--- config.mk ---
export PLATFORM = sky130hd
export DESIGN_NAME = multimode_ff_reg
export DESIGN_NICKNAME = d
export VERILOG_FILES = /design/src/rtl/multimode_ff_reg.sv
export SDC_FILE = /design/constraint.sdc
export NUM_CORES = 1
export LEC_CHECK = 0
export ABC_AREA = 1
export BUFFER_PORTS_ARGS = -buffer_cell sky130_fd_sc_hd__buf_2
export CAP_MARGIN = 20
export CORE_MARGIN = 10
export CORE_UTILIZATION = 43
export DETAILED_ROUTE_END_ITERATION = 7
export GPL_ROUTABILITY_DRIVEN = 0
export PLACE_DENSITY_LB_ADDON = 0.2
export SKIP_LAST_GASP = 1
export SLEW_MARGIN = 20
export SYNTH_ARGS = -nofsm -noshare
export SYNTH_HDL_FRONTEND = slang
export SYNTH_SLANG_ARGS = --single-unit
--- constraint.sdc ---
create_clock -name CLK -period 1.71 [get_ports CLK]
set_clock_uncertainty 0.2 [all_clocks]
set_input_delay 0.342 -clock CLK [delete_from_list [all_inputs] [get_ports CLK]]
set_output_delay 0.342 -clock CLK [all_outputs]
set_load 0.05 [all_outputs]
--- src/rtl/multimode_ff_reg.sv ---
// Run-time selectable JK / T / D / up-down counter register bank with registered
// complement, terminal-count pulse and change-detect flag.
module multimode_ff_reg #(
    parameter int unsigned     WIDTH     = 4,
    parameter logic [WIDTH-1:0] RESET_VAL = {WIDTH{1'b0}}
) (
    input  logic             CLK,
    input  logic             RST,
    input  logic             EN,
    input  logic [1:0]       MODE,
    input  logic             DIR,
    input  logic [WIDTH-1:0] J,
    input  logic [WIDTH-1:0] K,
    output logic [WIDTH-1:0] Q,
    output logic [WIDTH-1:0] Q_NOT,
    output logic             TC,
    output logic             CHANGED
);

    typedef enum logic [1:0] {
        ModeJk    = 2'b00,
        ModeT     = 2'b01,
        ModeD     = 2'b10,
        ModeCount = 2'b11
    } mode_e;

    localparam logic [WIDTH:0] CountOne = {{WIDTH{1'b0}}, 1'b1};

    mode_e            mode;
    logic [WIDTH-1:0] q_q, q_d;
    logic [WIDTH-1:0] q_not_q;
    logic             tc_q, changed_q;
    logic             wrap;
    logic [WIDTH:0]   count_up, count_dn;

    assign mode = mode_e'(MODE);

    // Extra top bit is the carry (up) or borrow (down), i.e. the wrap indication.
    assign count_up = {1'b0, q_q} + CountOne;
    assign count_dn = {1'b0, q_q} - CountOne;

    always_comb begin
        q_d  = q_q;
        wrap = 1'b0;
        unique case (mode)
            ModeJk:    q_d = (J & ~q_q) | (~K & q_q);
            ModeT:     q_d = q_q ^ J;
            ModeD:     q_d = J;
            ModeCount: begin
                if (DIR) begin
                    q_d  = count_up[WIDTH-1:0];
                    wrap = count_up[WIDTH];
                end else begin
                    q_d  = count_dn[WIDTH-1:0];
                    wrap = count_dn[WIDTH];
                end
            end
            default: q_d = q_q;
        endcase
    end

    // The complement is held in its own register so Q_NOT is never combinational.
    always_ff @(posedge CLK) begin
        if (RST) begin
            q_q       <= RESET_VAL;
            q_not_q   <= ~RESET_VAL;
            tc_q      <= 1'b0;
            changed_q <= 1'b0;
        end else if (EN) begin
            q_q       <= q_d;
            q_not_q   <= ~q_d;
            tc_q      <= wrap;
            changed_q <= (q_d != q_q);
        end else begin
            tc_q      <= 1'b0;
            changed_q <= 1'b0;
        end
    end

    assign Q       = q_q;
    assign Q_NOT   = q_not_q;
    assign TC      = tc_q;
    assign CHANGED = changed_q;

endmodule

==> flow_summary.toml <==
[status]
outcome = "complete, but fails checks"
violations = "negative setup slack"

[worst_setup_path]
reg2reg_from = "Q[0]"
cp_max_fo = 6
slowest_stage = "dfxtp_4"
startpoint_type = "flop"
worstSetupPathType = "flop to flop"
required_ps = 1670
endpoint_kind = "flop"
critPathBufInv = 2
slowest_delay_ps = 390
crit_start = "Q[0]"
path_cells = "inv_4, ha_4, inv_2, nand2_2, nand3_2, nand3_2, nand2_2, nand2_2, nand2_1, nor2_1, nand2_1, nor2_1, nor2_1"
crit_family = "simple AND/OR/NAND/NOR gates"
cp.arrival_ps = 1690

[finish]
layout.filler_cells = 182
layout.nets = 177
seq_area_um2 = 210.2
syn_to_final_growth_pct = 30.13
multi_input_area_um2 = 498.0
diodes = 0
final_cells = 177
drive_gt1_share_pct = 33.75

[drt]
drc = 0
routed_wl_mm = 2.164
postRouteAntennaNets = 0
drtIter0Drc = 24
drtPass1Iterations = 4
num_vias = 912
viasPerCell = 5.153
wl_per_cell_um = 12.23

[sta]
timing.slew.headroom_pct = 83.39
tns_ps = -18.20
fin_hold_ws_ps = 83.21
period_share_pct = 101.1
period_minus_slack_ps = 1728
rsz0062_at_grt = "yes"
hold_viol_final = 0
worst_pin_slew_ps = 250.9
setup_viol = 1
drv_slew = 0
worst_slack_ps = -18.20
fmax_mhz = 578.6

[placement]
post-place-ws_ps = 4.187
port-buffer-count = 23
dp.cells = 168
hpwl_mm = 1.687

[floorplanning]
die_height_um = 61.92
io_pins = 24
dieArea_um2 = 3834
core_region_area_um2 = 1689
rows = 15
die_w_um = 61.92
initial_core_util_pct = 44.74

[synthesis]
synth_nets = 145
synth_enable_flop_cells = 0
post-synth-top-count-cell = "nand2_1"
syn_area_um2 = 755.7
synth_commonest_cells = "55 x nand2_1, 13 x nand3_1, 12 x inv_1, 10 x dfxtp_1, 7 x a21oi_1"
synth_top_cell_by_area = "nand2_1"
ys_types = 21
ys_warn_count = 0
ys_ff_latch = 10
synth-async-reset-ratio_pct = 0
postSynthAreaPerCell_um2 = 5.858
yosysTopAreaCellShare_pct = 27.32
synthCells = 129
synthFlopType = "dfxtp_1"
synth_top_cells_by_area = "nand2_1 27%, dfxtp_1 26%, nand3_1 8.6%, inv_1 6.0%, a21oi_1 4.6%"
yosysSeqAreaShare_pct = 26.49

[power_and_ir_drop]
p_leak_nw = 0.5451
vdd_ir_drop_max_mv = 0.4437
power_w = 0.0007168
powerDensity_nw_per_um2 = 728.8

[flow_run]
drv_cap = 0

[clock_network]
ctsHoldBuffers = 0
cts_buffers = 3
htreeDepth = 1
clock_path_buffers = 2
path_clk_slew_ps = 60
cts_root_buf = "clkbuf_4"
cts_tree = "built"
insertion_delay_ps = 260
clock_sinks = 10

[global_routing]
grt_pass1_vias = 901
gr-usage-all-layers_pct = 11.78
grt_overflow = 0
grt_max_degree = 10
antenna_found_initial = 0
grt_pass1_wl_mm = 3.505

[hold_path]
hold_start = "RST"
min_path_type = "input pin to flop"
## stage by stage
stage          cell area (um^2)  utilization [%]
2_1_floorplan             783.3                -
3_3_place_gp              908.4            53.78
3_5_place_dp              908.4            53.78
4_1_cts                   964.7            57.11
5_1_grt                   983.4            58.22
6_report                  983.4            58.22
## flip-flops by register name, indices dropped and copies added, names as in the netlist
name and count:
Q 4, Q_NOT 4, CHANGED 1, TC 1
## layout by cell type (no fill, tap or decap), types with 3 or more instances in the layout
master     n
nor2_1     6
nand3_1   13
inv_4      3
dfxtp_1    6
a21oi_1    6
nand2_1   52
inv_1     11
nand2_2    6
inv_2      3
buf_2     23
buf_4      5
clkbuf_4   3
## worst reg2reg max path, cell delays in order (launching register included)
cell	delay, ps
dfxtp_4	390
inv_4	50
ha_4	260
inv_2	30
nand2_2	40
nand3_2	70
nand3_2	80
nand2_2	70
nand2_2	60
nand2_1	40
nor2_1	110
nand2_1	60
nor2_1	100
nor2_1	50
## repair_timing
item,4_1_cts,5_1_grt
pin swaps,0,8
gates resized for setup,0,5
buffers inserted,4,1
endpoints found under the setup margin,1,2
## power by group
part | leakage [nW] | internal, W | total (W) | switching [W]
Sequential | 0.0848 | 0.000251 | 0.000272 | 0.0000208
Combinational | 0.445 | 0.0000950 | 0.000285 | 0.000190
Clock | 0.0154 | 0.0000840 | 0.000159 | 0.0000752
Total | 0.545 | 0.000431 | 0.000717 | 0.000286
## worst paths after layout
check | end | cells past startpoint | slack (ps)
min | Q[0] | 2 | 80
min reg2reg | Q_NOT[1] | 2 | 260
max reg2reg | CHANGED | 13 | -20
max | CHANGED | 13 | -20
## routing by layer
metal	global-route usage, %	share of wire (%)
met3	4.065	4.6
met2	21.96	51
met5	0	0
met4	2.866	0.51
met1	12.23	44
## cell type report
type	instances	area share, %
tap	17	2.163
timing repair buffer	28	15.52
clock inverter	1	0.3817
sequential	10	21.37
inverter	18	7.634
multi-input combinational	100	50.64
clock buffer	3	2.290
## logic make-up (layout without fill, tap and decap cells)
family / after synthesis / count (layout) / share of synthesized area [%]
AO/OA/AOI/OAI: 13 / 13 / 10.10
adder cells (fa/ha/maj): 2 / 2 / 3.311
buffers and inverters: 19 / 50 / 10.76
flip-flops: 10 / 10 / 26.49
AND/OR/NAND/NOR: 85 / 85 / 49.34
(Power assumes the default switching activity.)
